File: src/rtl/lcd_read_engine_pkg.sv
// Shared HD44780 definitions for the LCD read engine: state encoding,
// controller constants and default bus timing in 50 MHz clock cycles.
package lcd_read_engine_pkg;

  typedef enum logic [2:0] {
    ST_IDLE,
    ST_SETUP,
    ST_EHIGH,
    ST_HOLD,
    ST_RECOV
  } rd_state_e;

  localparam int BF_BIT     = 7;
  localparam int AC_W       = 7;
  localparam int DATA_W     = AC_W + 1;
  localparam int POLL_CNT_W = 12;
  localparam int TMR_W      = 8;

  localparam int SETUP_CYC_DEF = 3;
  localparam int EHIGH_CYC_DEF = 25;
  localparam int HOLD_CYC_DEF  = 2;
  localparam int RECOV_CYC_DEF = 30;
  localparam int POLL_MAX_DEF  = 4095;

  // The phase timer counts down to zero, so a phase of N cycles loads N-1.
  function automatic logic [TMR_W-1:0] phase_load(input int cycles);
    return TMR_W'(cycles - 1);
  endfunction

endpackage

File: src/rtl/lcd_read_engine_if.sv
// Controller handshake plus LCD pin bundle for the read engine.
// The engine uses the slave modport; the controller/LCD side uses master.
interface lcd_read_engine_if;
  import lcd_read_engine_pkg::*;

  logic              req;
  logic              req_rs;
  logic              poll_mode;
  logic              busy;
  logic              rd_valid;
  logic [DATA_W-1:0] rd_data;
  logic              timeout;
  logic              bus_own;
  logic              rs;
  logic              rw;
  logic              e;
  logic [DATA_W-1:0] d_in;

  modport slave (
    input  req, req_rs, poll_mode, d_in,
    output busy, rd_valid, rd_data, timeout, bus_own, rs, rw, e
  );

  modport master (
    output req, req_rs, poll_mode, d_in,
    input  busy, rd_valid, rd_data, timeout, bus_own, rs, rw, e
  );

endinterface

File: src/rtl/lcd_read_engine_timer.sv
// Loadable down-counter that times each phase of an LCD bus cycle.
// done is high while the count sits at zero, i.e. on the last cycle of a phase.
module lcd_phase_timer
  import lcd_read_engine_pkg::*;
#(
  parameter int W = TMR_W
) (
  input  logic         clock,
  input  logic         internal_reset,
  input  logic         load,
  input  logic [W-1:0] load_val,
  output logic         done
);

  logic [W-1:0] cnt_q;
  logic [W-1:0] cnt_d;

  always_comb begin
    cnt_d = cnt_q;
    if (load) begin
      cnt_d = load_val;
    end else if (cnt_q != '0) begin
      cnt_d = cnt_q - 1'b1;
    end
  end

  always_ff @(posedge clock or negedge internal_reset) begin
    if (!internal_reset) begin
      cnt_q <= '0;
    end else begin
      cnt_q <= cnt_d;
    end
  end

  assign done = (cnt_q == '0);

endmodule

File: src/rtl/lcd_read_engine.sv
// HD44780 read engine: runs RW=1 bus cycles to fetch BF/AC or RAM data,
// optionally repeating BF reads until the panel reports ready.
module lcd_read_engine
  import lcd_read_engine_pkg::*;
#(
  parameter int SETUP_CYC = SETUP_CYC_DEF,
  parameter int EHIGH_CYC = EHIGH_CYC_DEF,
  parameter int HOLD_CYC  = HOLD_CYC_DEF,
  parameter int RECOV_CYC = RECOV_CYC_DEF,
  parameter int POLL_MAX  = POLL_MAX_DEF
) (
  input logic          clock,
  input logic          internal_reset,
  lcd_read_engine_if.slave bus
);

  localparam logic [TMR_W-1:0]      SETUP_LD  = phase_load(SETUP_CYC);
  localparam logic [TMR_W-1:0]      EHIGH_LD  = phase_load(EHIGH_CYC);
  localparam logic [TMR_W-1:0]      HOLD_LD   = phase_load(HOLD_CYC);
  localparam logic [TMR_W-1:0]      RECOV_LD  = phase_load(RECOV_CYC);
  localparam logic [POLL_CNT_W-1:0] POLL_LAST = POLL_CNT_W'(POLL_MAX - 1);

  rd_state_e              state_q, state_d;
  logic                   busy_q, busy_d;
  logic                   rd_valid_q, rd_valid_d;
  logic [DATA_W-1:0]      rd_data_q, rd_data_d;
  logic                   timeout_q, timeout_d;
  logic                   bus_own_q, bus_own_d;
  logic                   rs_q, rs_d;
  logic                   rw_q, rw_d;
  logic                   e_q, e_d;
  logic                   req_rs_q, req_rs_d;
  logic                   poll_q, poll_d;
  logic                   retry_q, retry_d;
  logic [DATA_W-1:0]      sample_q, sample_d;
  logic [POLL_CNT_W-1:0]  poll_cnt_q, poll_cnt_d;

  logic                   tmr_load;
  logic [TMR_W-1:0]       tmr_val;
  logic                   tmr_done;

  lcd_phase_timer #(.W(TMR_W)) u_timer (
    .clock          (clock),
    .internal_reset (internal_reset),
    .load           (tmr_load),
    .load_val       (tmr_val),
    .done           (tmr_done)
  );

  always_comb begin
    state_d    = state_q;
    busy_d     = busy_q;
    rd_valid_d = 1'b0;
    rd_data_d  = rd_data_q;
    timeout_d  = timeout_q;
    bus_own_d  = bus_own_q;
    rs_d       = rs_q;
    rw_d       = rw_q;
    e_d        = e_q;
    req_rs_d   = req_rs_q;
    poll_d     = poll_q;
    retry_d    = retry_q;
    sample_d   = sample_q;
    poll_cnt_d = poll_cnt_q;
    tmr_load   = 1'b0;
    tmr_val    = '0;

    case (state_q)
      ST_IDLE: begin
        if (bus.req) begin
          state_d    = ST_SETUP;
          busy_d     = 1'b1;
          bus_own_d  = 1'b1;
          rw_d       = 1'b1;
          rs_d       = bus.req_rs;
          req_rs_d   = bus.req_rs;
          poll_d     = bus.poll_mode && !bus.req_rs;
          poll_cnt_d = '0;
          tmr_load   = 1'b1;
          tmr_val    = SETUP_LD;
        end
      end

      ST_SETUP: begin
        if (tmr_done) begin
          state_d  = ST_EHIGH;
          e_d      = 1'b1;
          tmr_load = 1'b1;
          tmr_val  = EHIGH_LD;
        end
      end

      ST_EHIGH: begin
        if (tmr_done) begin
          state_d  = ST_HOLD;
          e_d      = 1'b0;
          sample_d = bus.d_in;
          tmr_load = 1'b1;
          tmr_val  = HOLD_LD;
        end
      end

      // Release the pins and decide between a poll retry and reporting.
      ST_HOLD: begin
        if (tmr_done) begin
          state_d   = ST_RECOV;
          rs_d      = 1'b0;
          rw_d      = 1'b0;
          bus_own_d = 1'b0;
          tmr_load  = 1'b1;
          tmr_val   = RECOV_LD;
          if (poll_q && sample_q[BF_BIT] && (poll_cnt_q < POLL_LAST)) begin
            retry_d    = 1'b1;
            poll_cnt_d = (poll_cnt_q == '1) ? poll_cnt_q : poll_cnt_q + 1'b1;
          end else begin
            retry_d    = 1'b0;
            rd_valid_d = 1'b1;
            rd_data_d  = sample_q;
            timeout_d  = poll_q && sample_q[BF_BIT];
          end
        end
      end

      ST_RECOV: begin
        if (tmr_done) begin
          if (retry_q) begin
            state_d   = ST_SETUP;
            retry_d   = 1'b0;
            bus_own_d = 1'b1;
            rw_d      = 1'b1;
            rs_d      = req_rs_q;
            tmr_load  = 1'b1;
            tmr_val   = SETUP_LD;
          end else begin
            state_d = ST_IDLE;
            busy_d  = 1'b0;
          end
        end
      end

      default: begin
        state_d = ST_IDLE;
      end
    endcase
  end

  always_ff @(posedge clock or negedge internal_reset) begin
    if (!internal_reset) begin
      state_q    <= ST_IDLE;
      busy_q     <= 1'b0;
      rd_valid_q <= 1'b0;
      rd_data_q  <= '0;
      timeout_q  <= 1'b0;
      bus_own_q  <= 1'b0;
      rs_q       <= 1'b0;
      rw_q       <= 1'b0;
      e_q        <= 1'b0;
      req_rs_q   <= 1'b0;
      poll_q     <= 1'b0;
      retry_q    <= 1'b0;
      sample_q   <= '0;
      poll_cnt_q <= '0;
    end else begin
      state_q    <= state_d;
      busy_q     <= busy_d;
      rd_valid_q <= rd_valid_d;
      rd_data_q  <= rd_data_d;
      timeout_q  <= timeout_d;
      bus_own_q  <= bus_own_d;
      rs_q       <= rs_d;
      rw_q       <= rw_d;
      e_q        <= e_d;
      req_rs_q   <= req_rs_d;
      poll_q     <= poll_d;
      retry_q    <= retry_d;
      sample_q   <= sample_d;
      poll_cnt_q <= poll_cnt_d;
    end
  end

  assign bus.busy     = busy_q;
  assign bus.rd_valid = rd_valid_q;
  assign bus.rd_data  = rd_data_q;
  assign bus.timeout  = timeout_q;
  assign bus.bus_own  = bus_own_q;
  assign bus.rs       = rs_q;
  assign bus.rw       = rw_q;
  assign bus.e        = e_q;

endmodule

File: src/flat_wrapper.sv
// flat-port wrapper written by rule: the top's interface ports become plain ports
module lcd_read_engine_flat import lcd_read_engine_pkg::*;
#(
  parameter int SETUP_CYC = SETUP_CYC_DEF,
  parameter int EHIGH_CYC = EHIGH_CYC_DEF,
  parameter int HOLD_CYC  = HOLD_CYC_DEF,
  parameter int RECOV_CYC = RECOV_CYC_DEF,
  parameter int POLL_MAX  = POLL_MAX_DEF
)
  (clock, internal_reset, bus_req, bus_req_rs, bus_poll_mode, bus_d_in, bus_busy, bus_rd_valid, bus_rd_data, bus_timeout, bus_bus_own, bus_rs, bus_rw, bus_e);
  lcd_read_engine_if bus_i ();
  input logic clock;
  input logic internal_reset;
  input wire logic [$bits(bus_i.req)-1:0] bus_req;
  input wire logic [$bits(bus_i.req_rs)-1:0] bus_req_rs;
  input wire logic [$bits(bus_i.poll_mode)-1:0] bus_poll_mode;
  input wire logic [$bits(bus_i.d_in)-1:0] bus_d_in;
  output wire logic [$bits(bus_i.busy)-1:0] bus_busy;
  output wire logic [$bits(bus_i.rd_valid)-1:0] bus_rd_valid;
  output wire logic [$bits(bus_i.rd_data)-1:0] bus_rd_data;
  output wire logic [$bits(bus_i.timeout)-1:0] bus_timeout;
  output wire logic [$bits(bus_i.bus_own)-1:0] bus_bus_own;
  output wire logic [$bits(bus_i.rs)-1:0] bus_rs;
  output wire logic [$bits(bus_i.rw)-1:0] bus_rw;
  output wire logic [$bits(bus_i.e)-1:0] bus_e;
  assign bus_i.req = bus_req;
  assign bus_i.req_rs = bus_req_rs;
  assign bus_i.poll_mode = bus_poll_mode;
  assign bus_i.d_in = bus_d_in;
  assign bus_busy = bus_i.busy;
  assign bus_rd_valid = bus_i.rd_valid;
  assign bus_rd_data = bus_i.rd_data;
  assign bus_timeout = bus_i.timeout;
  assign bus_bus_own = bus_i.bus_own;
  assign bus_rs = bus_i.rs;
  assign bus_rw = bus_i.rw;
  assign bus_e = bus_i.e;
  lcd_read_engine #(.SETUP_CYC(SETUP_CYC), .EHIGH_CYC(EHIGH_CYC), .HOLD_CYC(HOLD_CYC), .RECOV_CYC(RECOV_CYC), .POLL_MAX(POLL_MAX)) u_core (.clock(clock), .internal_reset(internal_reset), .bus(bus_i));
endmodule
File: config.mk
export PLATFORM = sky130hd
export DESIGN_NAME = lcd_read_engine_flat
export DESIGN_NICKNAME = d
export VERILOG_FILES = /design/src/rtl/lcd_read_engine_pkg.sv /design/src/rtl/lcd_read_engine_if.sv /design/src/rtl/lcd_read_engine_timer.sv /design/src/rtl/lcd_read_engine.sv /design/src/flat_wrapper.sv
export SDC_FILE = /design/constraint.sdc
export NUM_CORES = 1
export LEC_CHECK = 0
export CAP_MARGIN = 25
export CORE_ASPECT_RATIO = 1.5
export CORE_MARGIN = 5
export CORE_UTILIZATION = 25
export CTS_CLUSTER_DIAMETER = 50
export DETAILED_ROUTE_END_ITERATION = 6
export GPL_TIMING_DRIVEN = 0
export PLACE_DENSITY_LB_ADDON = 0.15
export SLEW_MARGIN = 10
export SYNTH_ARGS = -nofsm -noshare
export SYNTH_HDL_FRONTEND = slang
export SYNTH_SLANG_ARGS = --single-unit
File: constraint.sdc
create_clock -name clock -period 2.6 [get_ports clock]
set_input_delay 0.39 -clock clock [delete_from_list [all_inputs] [get_ports clock]]
set_output_delay 0.39 -clock clock [all_outputs]
set_load 0.01 [all_outputs]
== Word-level counts from Yosys, hierarchy flattened ==
Index checks and enable logic that the tools add are counted.
Word-level totals
  logic and storage cells: 101
  flip-flop bits (word level): 48
Cells by class
  multiplexer cells: 46
  reduce and logical (&&, ||, !) cells: 23
  bitwise gates (word level): 1
  eq/ne operators: 14
  $lt $le $gt $ge: 1
  $add $sub $neg: 2
Operator list (number)
  $mux 12: 4
  $pmux 8 s5: 1
  $mux 8: 3
  $pmux 12 s2: 1
  $mux 1: 21
  $mux 3: 5
  $pmux 3 s5: 1
  $reduce_and 5->1: 3
  $add 12x1->12 const B: 1
  $eq 12x12->1 const B: 1
  $lt 12x12->1 const B: 1
  $ne 2x1->1 const B: 6
  $mux 5: 2
  $reduce_bool 2->1: 5
  $pmux 1 s3: 3
  $reduce_and 3->1: 3
  $logic_not 8->1: 1
  $reduce_bool 8->1: 1
  $sub 8x1->8 const B: 1
  $eq 3x2->1 const B: 2
  $ne 2x2->1 const B: 3
  $pmux 1 s2: 3
  $mux 2: 2
  $reduce_and 2->1: 2
  other kinds (9): 11

== Longest topological paths before layout ==
Gate-level depths: netlist of the first run.
  depth after elaboration: 5
  mapped depth: 8
  mapped depth without buffers: 7

== By module ==
A second synthesis of the first run with hierarchy kept.
Unflattened totals
  cell total of the unflattened synthesis: 242
  area, all modules: 2566.2 um^2
By module, submodules not included
  lcd_read_engine: times used 1, area each 2089.5 um^2, seq. area each 1001.0 um^2, cells an instance 188
  lcd_phase_timer: times used 1, area each 476.7 um^2, seq. area each 200.2 um^2, cells an instance 54

== Least setup slack after synthesis of the first run ==
OpenSTA, ideal clock, no wires.
  path type: reg-to-reg
  start point: register u_core.u_timer.cnt_q[0]
  end point: register u_core.sample_q[0]
  cell stages (with the launch flop): 7
  data arrival time: 2.018 ns
  data required time: 2.475 ns
  buffers on the path: 0
  clock period less this slack: 2.142 ns
  path slack: 0.458 ns
  cell sequence: dfrtp_1 -> inv_1 -> ha_1 -> nor4b_4 -> nand2_4 -> nor4b_4 -> mux2_2
Between the ends
  word-level cells in the longest chain between the ends: 2
RTL lines
  start, declared: RTL line lcd_read_engine_timer.sv:15  | logic [W-1:0] cnt_q;
  start signal, assigned: RTL line lcd_read_engine_timer.sv:31  | cnt_q <= cnt_d;
  $logic_not 8->1: RTL line lcd_read_engine_timer.sv:35  | assign done = (cnt_q == '0);
  $reduce_and 2->1 (no line)
  end signal, assigned: RTL line lcd_read_engine.sv:176  | sample_q <= sample_d;
  end, declared: RTL line lcd_read_engine.sv:35  | logic [DATA_W-1:0] sample_q, sample_d;
No other way between the ends.
A chain may end at the register's enable or synchronous reset.

== Worst setup path after layout of the first run ==
  start point: register u_core.u_timer.cnt_q[0]
  end point: register u_core.rd_data_q[6] (netlist: u_core.bus.rd_data[6])
Between the ends
  word-level cells in the longest chain between the ends: 2
RTL lines
  $logic_not 8->1: RTL line lcd_read_engine_timer.sv:35
  $reduce_and 3->1 (no line)
  end signal, assigned: RTL line lcd_read_engine.sv:167  | rd_data_q <= rd_data_d;
  end, declared: RTL line lcd_read_engine.sv:26  | logic [DATA_W-1:0] rd_data_q, rd_data_d;
No other way between the ends.

==> results of run 1 <==
## kinds of logic after synthesis
logic type      after synthesis
mux                          20
simple gates                 75
flops                        48
compound gates               56
fa+ha+maj                     2
xor+xnor                      4
buf+inv                      15
## sequential cells by signal, indices dropped and copies added, names as in the netlist, 3 cells and up
signal,cells
u_core.poll_cnt_q,12
u_core.bus.rd_data,8
u_core.sample_q,8
u_core.u_timer.cnt_q,8
u_core.state_q,3
## layer usage
metal | track usage [%] | part of all wire [%] | vias to the layer above | wire length, um
li1 | - | - | 875 | -
met1 | 12.1 | 40 | 876 | 2210
met3 | 2.63 | 4.2 | 5 | 229
met4 | 4.27 | 1.9 | 0 | 106
met5 | 0 | 0 | - | 0
met2 | 18.6 | 53 | 31 | 2930
## power breakdown
part	internal, mW	switching (mW)	leakage (nW)
registers	0.746	0	0.594
clock network	0.452	0.284	0.0798
logic	0.0199	0.0198	0.558
total	1.22	0.303	1.23
## how the worst max path moves through the flow
stage | cells past startpoint | from | slack (ns) | end
6_report | 8 | u_core.u_timer.cnt_q[0]$_DFFE_PN0P_ | 0.34 | u_core.bus.rd_data[6]$_DFFE_PN0P_
5_1_grt | 5 | u_core.state_q[0]$_DFFE_PN0P_ | 0.17 | u_core.bus.rs$_DFFE_PN0P_
4_1_cts | 6 | u_core.u_timer.cnt_q[0]$_DFFE_PN0P_ | 0.005 | u_core.sample_q[3]$_DFFE_PN0P_
3_5_place_dp | 6 | u_core.u_timer.cnt_q[0]$_DFFE_PN0P_ | -0.03 | u_core.sample_q[1]$_DFFE_PN0P_
3_3_place_gp | 1 | internal_reset | -0.43 | u_core.poll_cnt_q[9]$_DFFE_PN0P_
2_1_floorplan | 6 | u_core.u_timer.cnt_q[0]$_DFFE_PN0P_ | 0.46 | u_core.sample_q[0]$_DFFE_PN0P_
## layout by cell type (no fill, tap or decap), types with 2 or more instances in the layout
cell and count:
mux2i_1 3, clkdlybuf4s50_1 26, nand3_1 4, xor2_1 2, nor2_1 17, buf_2 5, nor4b_4 2, inv_1 6
mux2_2 17, ha_1 2, o31ai_1 3, nand4_1 2, a21oi_1 10, and2_1 3, dfrtp_1 48, a22o_1 2
o21ai_0 13, nor4_1 2, nor3_2 2, o22a_1 4, and3_1 4, o21a_1 3, nor3_1 4, a31oi_1 13
buf_4 3, xnor2_1 2, nand2_1 25, clkbuf_1 3, buf_12 2, clkbuf_16 5
## critical path: stages (launching register included)
cell     delay, ns
dfrtp_1       0.41
inv_1         0.07
ha_1          0.20
nor4b_4       0.20
buf_4         0.19
nand3_4       0.13
a21oi_1       0.26
buf_2         0.31
mux2_2        0.37
## layout make-up
| type | count | area, um2 | area share, % |
|---|---|---|---|
| flip-flops and latches | 48 | 1200 | 40.5 |
| multi-input cells | 157 | 1070 | 36.1 |
| repair buffers | 31 | 320 | 10.8 |
| well taps | 112 | 140 | 4.73 |
| clock buffers | 5 | 125 | 4.22 |
| clock inverters | 3 | 42.5 | 1.44 |
| plain buffers | 9 | 42.5 | 1.44 |
| inverters | 6 | 22.5 | 0.760 |
## what timing repair did
item | in CTS | in global routing
pin swaps | 1 | 1
buffers inserted | 0 | 3
endpoints found under the setup margin | 8 | 18
## stage by stage
| stage | util [%] | setup WS (ns) |
|---|---|---|
| 6_report | 32.2 | 0.344 |
| 2_1_floorplan | - | 0.458 |
| 3_5_place_dp | 30.0 | -0.0337 |
| 4_1_cts | 31.8 | 0.00502 |
| 5_1_grt | 32.2 | 0.174 |
| 3_3_place_gp | 29.8 | -0.426 |
==> results.cfg, run 1 <==
[run_status]
outcome = complete, no violations

[yosys]
synth_fp_nets = 235
synth_ff_type = dfrtp_1
avgSynthCellArea_um2 = 10.6
ys.warnings.count = 0
synth_cell_types = 46
yosysTopAreaCell = dfrtp_1
post-synth-top-count-cell = dfrtp_1
yosys-top-cells-count = dfrtp_1 (48), nand2_1 (25), mux2_2 (17), nor2_1 (17)
ys_seq_elements = 48
synth-simple-area-share_pct = 18.1
synth-edff-count = 0
synth_compound_area_share_pct = 15.6
synth_mux_area_share_pct = 9.49
synthCells = 220
post_synth_fa_ha_maj_area_fraction_pct = 1.07
syn-cell-area_um2 = 2330
synth_xor_area_share_pct = 1.50
synth.top_cells.by_area = dfrtp_1 (51%), mux2_2 (8.2%), nand2_1 (4.0%)
synth_top_area_share_pct = 51.4
synth_top_family_by_area = simple AND/OR/NAND/NOR gates
async_reset_ff_share_pct = 100
seq_area_frac_synth_pct = 51.4

[timing]
min_period_ns = 2.26
tns_ns = 0
rsz0062_at_grt = no
max_freq_mhz = 443
whs_ns = 0.0424
slew_headroom_pct = 64.2
skew_ns = 0.00431
worst_slew_pin_slew_ns = 0.532
finalHoldViolations = 0
setup_viol = 0
fin_crit_sh_pct = 86.8
slew_viol_final = 0

[global_route]
grt_pass1_wl_mm = 9.30
grt_pass1_vias = 1845
grt_antenna_before_repair = 0
grt_max_degree = 32
grt_overflow_total = 0
grt_usage_pct = 10.6

[routing]
viasPerCell = 4.82
drc = 0
drtAntennaViolNets = 0
drtIter0Drc = 95
first_pass_iters = 4
drt_wl_total_mm = 5.48
vias = 1787
wl_per_cell_um = 14.8

[worst_setup_path]
reg2reg_depth = 8
path_class = reg2reg
crit_required_ns = 2.77
startpoint_type = register
timing.rr.end = u_core.bus.rd_data[6]$_DFFE_PN0P_
r2r_setup_slack_ns = 0.34
worstPathArrival_ns = 2.43
r2r-start = u_core.u_timer.cnt_q[0]$_DFFE_PN0P_
cp-end-kind = register
crit_fanout = 10

[placement]
place_congestion = 0.737
post-dp-hpwl_mm = 4.03
dpl_cell_area_um2 = 2760
place_inst = 360
port_buffers = 27

[power]
peakVddDrop_mv = 0.460
pwr_density_cell_nw_per_um2 = 514
p_leak_nw = 1.23
power_mw = 1.52

[min_path]
hold_path.class = in2async

[floorplan]
num_rows = 43
die_w_um = 88.9
fp.coreArea_um2 = 9200
io_pins = 28
initial_core_util_pct = 25.4
dieArea_um2 = 11400
die_h_um = 128

[final_layout]
design_area_um2 = 2960
final_cells = 371
fill_cells = 965
nNetsFinal = 273
diodes = 0
drive_gt1_share_pct = 17.4
area_growth_syn_to_layout_pct = 26.9

[cts]
cts_tree = done
ctsLongestPathBuffers = 2
cts_resized = 0
root_buffer = clkbuf_16
numCtsBuffers = 5
insertion_delay_ns = 0.29
h-tree-depth = 2
cts-hold-fix-buffers = 0
clkSlewWorstSetupHoldPaths_ns = 0.06
clkSinkCount = 48

[run]
drv_cap = 0
Power figures use the tool's default switching activity.
==> inputs of run 2 (changes only) <==
--- a/config.mk
+++ b/config.mk
@@ -8,7 +8,7 @@
 export CAP_MARGIN = 25
 export CORE_ASPECT_RATIO = 1.5
 export CORE_MARGIN = 5
-export CORE_UTILIZATION = 25
+export CORE_UTILIZATION = 45
 export CTS_CLUSTER_DIAMETER = 50
 export DETAILED_ROUTE_END_ITERATION = 6
 export GPL_TIMING_DRIVEN = 0
==> run 2 against run 1 <==
  * Hold slack worse by 0.0057 ns
  * Final cell count decreased by 12%
  * Sequential share of layout area is 1.9 points higher
  * Worst setup slack better by 0.045 ns
  * Non-clock buffer count stayed put
  * Sequential power hardly changed
  * First-iteration DRC count is 55% lower
  * Wire length down 14%
  * Critical path depth stayed put
==> results.cfg, run 2 (synthesized netlist as in run 1, its figures left out) <==
[run_status]
outcome = complete, no violations

[floorplan]
die_w_um = 68.8
fp.coreArea_um2 = 5080
die_h_um = 98.2
io_pins = 28
dieArea_um2 = 6760
num_rows = 32
initial_core_util_pct = 45.9

[timing]
rsz0062_at_grt = no
fin_crit_sh_pct = 85.0
setup_slack_ns = 0.389
worst_slew_pin_slew_ns = 0.689
finalHoldViolations = 0
slew_headroom_pct = 53.6
min_period_ns = 2.21
slew_viol_final = 0
max_freq_mhz = 452
setup_viol = 0
skew_ns = 0.00767

[final_layout]
area_growth_syn_to_layout_pct = 21.2
final_cells = 327
final_cell_mix = dfrtp_1 (48), clkdlybuf4s50_1 (26), nand2_1 (25)
fill_cells = 487
largest_register_ffs = 12
layout_commonest_cell = dfrtp_1
diodes = 0
nNetsFinal = 273
largest-register = u_core.poll_cnt_q
drive_gt1_share_pct = 17.0

[global_route]
grt_antenna_before_repair = 0
grt_pass1_vias = 1815
grt_max_degree = 30
grt_usage_pct = 16.1
grt_overflow_total = 0
grt_pass1_wl_mm = 8.40

[worst_setup_path]
cpMaxStageDelayCell = or4_1
cp-end-kind = register
crit_fanout = 8
critPathLaunch = u_core.u_timer.cnt_q[0]$_DFFE_PN0P_
crit_buf_inv = 2
cpPeakStageDelay_ns = 0.59
r2r_setup_slack_ns = 0.39
r2r-start = u_core.u_timer.cnt_q[0]$_DFFE_PN0P_
startpoint_type = register
crit_chain = inv_1 > ha_1 > nor4b_4 > buf_4 > nand3_4 > or4_1 > o21ai_0 > a31oi_1
path_class = reg2reg
worstPathArrival_ns = 2.39
crit_required_ns = 2.78
cpLargestDelayFamily = simple AND/OR/NAND/NOR gates

[run]
drv_cap = 0

[routing]
drc = 0
drtAntennaViolNets = 0
viasPerCell = 5.41
wl_per_cell_um = 14.5
vias = 1770
drtIter0Drc = 43
drt_wl_total_mm = 4.73
first_pass_iters = 4

[cts]
numCtsBuffers = 5
root_buffer = clkbuf_8
cts_tree = done
ctsLongestPathBuffers = 2
h-tree-depth = 2
clkSinkCount = 48
insertion_delay_ns = 0.30
clkSlewWorstSetupHoldPaths_ns = 0.09

[placement]
place_inst = 316
place_congestion = 0.767
port_buffers = 27
dp_slack_ns = 0.0215
post-dp-hpwl_mm = 3.43

[power]
p_leak_nw = 1.19
peakVddDrop_mv = 0.341
pwr_density_cell_nw_per_um2 = 435

[min_path]
hold_path.class = in2async
## run 2: final timing paths
kind / end / depth (start not counted)
hold / removal: u_core.state_q[0]$_DFFE_PN0P_ / 1
min in group clock: u_core.poll_q$_DFFE_PN0N_ / 2
setup reg to reg: u_core.poll_cnt_q[10]$_DFFE_PN0P_ / 8
setup / recovery: u_core.poll_cnt_q[10]$_DFFE_PN0P_ / 8
hold reg to reg: u_core.poll_q$_DFFE_PN0N_ / 2
max in group asynchronous: u_core.bus.rd_data[6]$_DFFE_PN0P_ / 2
## run 2: report_power, final
part / leakage (nW) / switching, mW / internal (mW)
Combinational: 0.556 / 0.0193 / 0.0199
Sequential: 0.594 / 0 / 0.746
Clock: 0.0414 / 0.254 / 0.192
## run 2: final cells by class
type                       instances  area [um2]  area share (%)
buffer                             9        42.5            1.50
clock buffer                       6        72.6            2.56
clock inverter                     2        16.3           0.575
inverter                           6        22.5           0.796
multi-input combinational        157        1080            38.2
sequential                        48        1200            42.4
tap                               68        85.1            3.01
timing repair buffer              31         308            10.9
## run 2: worst register-to-register path, delay by kind of cell (launching register included)
family	cells	cell delay, ns
buffers and inverters	2	0.27
adders and majority gates	1	0.21
and+or+nand+nor	3	0.93
AOI/OAI and AO/OA	2	0.29
DFF	1	0.42
## run 2: layer usage
metal	GRT usage, %	wire [um]	share of wire (%)	up-vias
met5	0	0	0	-
met4	5.11	47	0.99	0
met3	4.03	190	4.0	4
met2	26.8	2460	52	30
met1	20.1	2030	43	860
li1	-	-	-	876
## run 2: repair_timing
action / CTS / global route
resized for setup: 0 / 2
setup buffers: 0 / 3
setup endpoints to repair: 0 / 17
hold buffers: 0 / 0
## run 2: through the flow
stage | utilization, % | instance area, um2 | total power [mW] | hold slack [ns] | setup TNS, ns
4_1_cts | 54.9 | 2790 | 1.25 | 0.0451 | 0
5_1_grt | 55.7 | 2830 | 1.28 | 0.0575 | 0
3_3_place_gp | 52.9 | 2690 | 0.798 | 0.466 | -14.87
3_5_place_dp | 53.2 | 2710 | 0.802 | 0.380 | 0
2_1_floorplan | - | 2330 | 0.764 | 0.0944 | 0
6_report | 55.7 | 2830 | 1.23 | 0.0368 | 0
==> inputs of run 3 (changes only) <==
--- a/config.mk
+++ b/config.mk
@@ -13,7 +13,9 @@
 export DETAILED_ROUTE_END_ITERATION = 6
 export GPL_TIMING_DRIVEN = 0
 export PLACE_DENSITY_LB_ADDON = 0.15
+export SKIP_LAST_GASP = 1
 export SLEW_MARGIN = 10
 export SYNTH_ARGS = -nofsm -noshare
 export SYNTH_HDL_FRONTEND = slang
+export SYNTH_HIERARCHICAL = 1
 export SYNTH_SLANG_ARGS = --single-unit
==> constraint.sdc (replaced) <==
create_clock -name clock -period 2.16 [get_ports clock]
set_input_delay 0.324 -clock clock [delete_from_list [all_inputs] [get_ports clock]]
set_output_delay 0.324 -clock clock [all_outputs]
set_load 0.01 [all_outputs]
==> run 3 against run 2 <==
  * The flow now finishes with violations (negative setup slack)
  * Global-route usage grew 1.8 points
  * Synthesized cell count grew 10%
  * Non-clock buffer count grew 31
  * Final cell count grew 16%
  * Critical path type unchanged
==> results.cfg, run 3 <==
[worst_setup_path]
startpoint_type = register
crit_end = u_core/poll_cnt_q[4]$_DFFE_PN0P_
r2r-start = u_core/u_timer/cnt_q[4]$_DFFE_PN0P_
path_class = reg2reg
r2r_setup_slack_ns = -0.1
crit_fanout = 6
cp-end-kind = register
worstPathArrival_ns = 2.44
timing.rr.end = u_core/poll_cnt_q[4]$_DFFE_PN0P_
crit_required_ns = 2.34
critPathLaunch = u_core/u_timer/cnt_q[4]$_DFFE_PN0P_
reg2reg_depth = 9

[routing]
drt_wl_total_mm = 6.47
drc = 0
drtIter0Drc = 141
viasPerCell = 5.73
first_pass_iters = 4
vias = 2172
drtAntennaViolNets = 0
wl_per_cell_um = 17.1

[yosys]
post-synth-top-count-cell = dfrtp_1
async_reset_ff_share_pct = 100
yosysTopAreaCell = dfrtp_1
synth-edff-count = 0
syn-cell-area_um2 = 2570
synth.top_cells.by_area = dfrtp_1 (47%), o31ai_1 (4.7%), mux2_2 (3.9%)
ys.warnings.count = 6
seq_area_frac_synth_pct = 46.8
synth_cell_types = 64
synth_ff_type = dfrtp_1
synth_top_area_share_pct = 46.8
ys_seq_elements = 48
avgSynthCellArea_um2 = 10.6
yosys-top-cells-count = dfrtp_1 (48), nand2_1 (18), o31ai_1 (16)
synthCells = 242

[power]
switching_share_pct = 37.6
pwr_density_cell_nw_per_um2 = 1020
internal_power_mw = 2.28
combPwrFrac_pct = 41.4
power.switching_mw = 1.38
peakVddDrop_mv = 0.716
p_leak_nw = 1.56
power_frac_seq_pct = 40.4
clkPwrFrac_pct = 18.2

[floorplan]
die_w_um = 71.7
initial_core_util_pct = 46.7
die_h_um = 102
io_pins = 28
num_rows = 33
dieArea_um2 = 7340
fp.coreArea_um2 = 5490

[global_route]
use_met1_pct = 20.1
grt_pass1_vias = 2125
grt_antenna_before_repair = 0
busiest_layer = met2
grt_pass1_wl_mm = 10.3
grt_usage_pct = 17.9
grt_use_met3_pct = 3.15
grt_overflow_total = 0
grt_max_degree = 28
grt.met2_usage_pct = 33.3

[timing]
finalHoldViolations = 0
setup_viol = 33
max_freq_mhz = 443
slew_viol_final = 0
setup_slack_ns = -0.0966
min_period_ns = 2.26
fin_crit_sh_pct = 104
worst_slew_pin_slew_ns = 0.651
tns_ns = -1.59
skew_ns = 0.00853
slew_headroom_pct = 56.6
rsz0062_at_grt = yes

[cts]
cts_tree = done
ctsLongestPathBuffers = 2
clkSinkCount = 48
root_buffer = clkbuf_8
h-tree-depth = 2
insertion_delay_ns = 0.30
clkSlewWorstSetupHoldPaths_ns = 0.10
numCtsBuffers = 5
cts-hold-fix-buffers = 0

[final_layout]
area_growth_syn_to_layout_pct = 39.6
ff_latch_area_um2 = 1200
nNetsFinal = 323
final_cell_mix = dfrtp_1 (46), buf_4 (30), clkdlybuf4s50_1 (26)
layout_commonest_cell = dfrtp_1
fill_cells = 446
multi_input_area_um2 = 1480
largest-register = u_core/poll_cnt_q
diodes = 0
design_area_um2 = 3580
largest_register_ffs = 12
drive_gt1_share_pct = 35.6

[min_path]
hold_path.class = in2async

[run_status]
outcome = complete, but fails checks
violations = negative setup slack

[placement]
place_congestion = 0.874
dpl_cell_area_um2 = 3030
post-dp-hpwl_mm = 4.04
port_buffers = 27

[run]
drv_cap = 0
==> run 3: cell types whose count changed after synthesis, sizes merged, moves of 4 or more <==
cell / delta
o31ai: +13
nand2: -7
a31oi: -6
nand3: +6
buf: +5
inv: +4
o22ai: +4
==> run 3: power by group through the flow <==
stage | logic [mW] | registers (mW) | clock network, mW
CTS | 1.25 | 1.45 | 0.691
global route | 1.64 | 1.51 | 0.731
global placement | 1.03 | 1.45 | 0
floorplan | 0.767 | 1.40 | 0
finish | 1.52 | 1.48 | 0.665
detailed placement | 1.05 | 1.46 | 0
==> run 3: logic make-up (layout without fill, tap and decap cells) <==
kind of cell    Yosys count  in the layout  synth area share, %
xor+xnor                  2              2                0.683
buf+inv                  24             89                 5.70
flops                    48             48                 46.8
fa+ha+maj                 2              2                0.975
other cells               1              3                0.146
simple gates             82             82                 19.7
compound gates           65             65                 17.9
mux                      18             18                 8.09
==> run 3: how the worst min path moves through the flow <==
| stage | from | to | slack [ns] | depth (start not counted) |
|---|---|---|---|---|
| floorplan | internal_reset | u_core/bus.busy$_DFFE_PN0P_ | 0.03 | 0 |
| global placement | u_core/req_rs_q$_DFFE_PN0P_ | u_core/req_rs_q$_DFFE_PN0P_ | 0.47 | 2 |
| detailed placement | internal_reset | u_core/bus.rd_data[3]$_DFFE_PN0P_ | 0.39 | 1 |
| CTS | internal_reset | u_core/bus.rd_data[3]$_DFFE_PN0P_ | 0.05 | 1 |
| global route | internal_reset | u_core/bus.rd_data[3]$_DFFE_PN0P_ | 0.07 | 1 |
| finish | internal_reset | u_core/sample_q[3]$_DFFE_PN0P_ | 0.04 | 1 |
==> run 3: layout make-up <==
type	count	area share [%]
plain buffers	13	3.00
clock buffers	5	1.92
clock inverters	3	1.33
inverters	10	1.33
multi-input cells	172	41.4
flip-flops and latches	48	33.6
well taps	70	2.44
repair buffers	58	15.0
==> run 3: layer usage <==
layer	wire length, um	part of all wire [%]
met2	3480	54
met1	2600	40
met4	153	2.4
met3	233	3.6
met5	0	0
==> run 3: critical path: stages, from the launching register on <==
cell      delay [ns]
dfrtp_2         0.44
or4_4           0.57
nor2_4          0.16
buf_6           0.13
nand4b_4        0.17
inv_4           0.10
a31oi_4         0.11
buf_6           0.17
o31ai_2         0.19
o31ai_1         0.11
==> run 3: what timing repair did <==
| action | in CTS | in global routing |
|---|---|---|
| cloned | 2 | 0 |
| resized for setup | 28 | 22 |
| buffers inserted | 18 | 11 |
| endpoints found under the hold margin | 0 | 0 |
| endpoints found under the setup margin | 41 | 41 |
| pin swaps | 15 | 10 |
==> run 3: stage by stage <==
| step | setup WS, ns | cells | hold slack [ns] | util [%] | power (mW) |
|---|---|---|---|---|---|
| 6_report | -0.0966 | 379 | 0.0360 | 65.3 | 3.66 |
| 2_1_floorplan | -0.184 | 244 | 0.0284 | - | 2.17 |
| 3_5_place_dp | -0.527 | 342 | 0.388 | 55.2 | 2.51 |
| 5_1_grt | -0.183 | 379 | 0.0686 | 65.3 | 3.89 |
| 4_1_cts | -0.208 | 370 | 0.0472 | 62.0 | 3.39 |
| 3_3_place_gp | -0.662 | 341 | 0.465 | 54.8 | 2.48 |
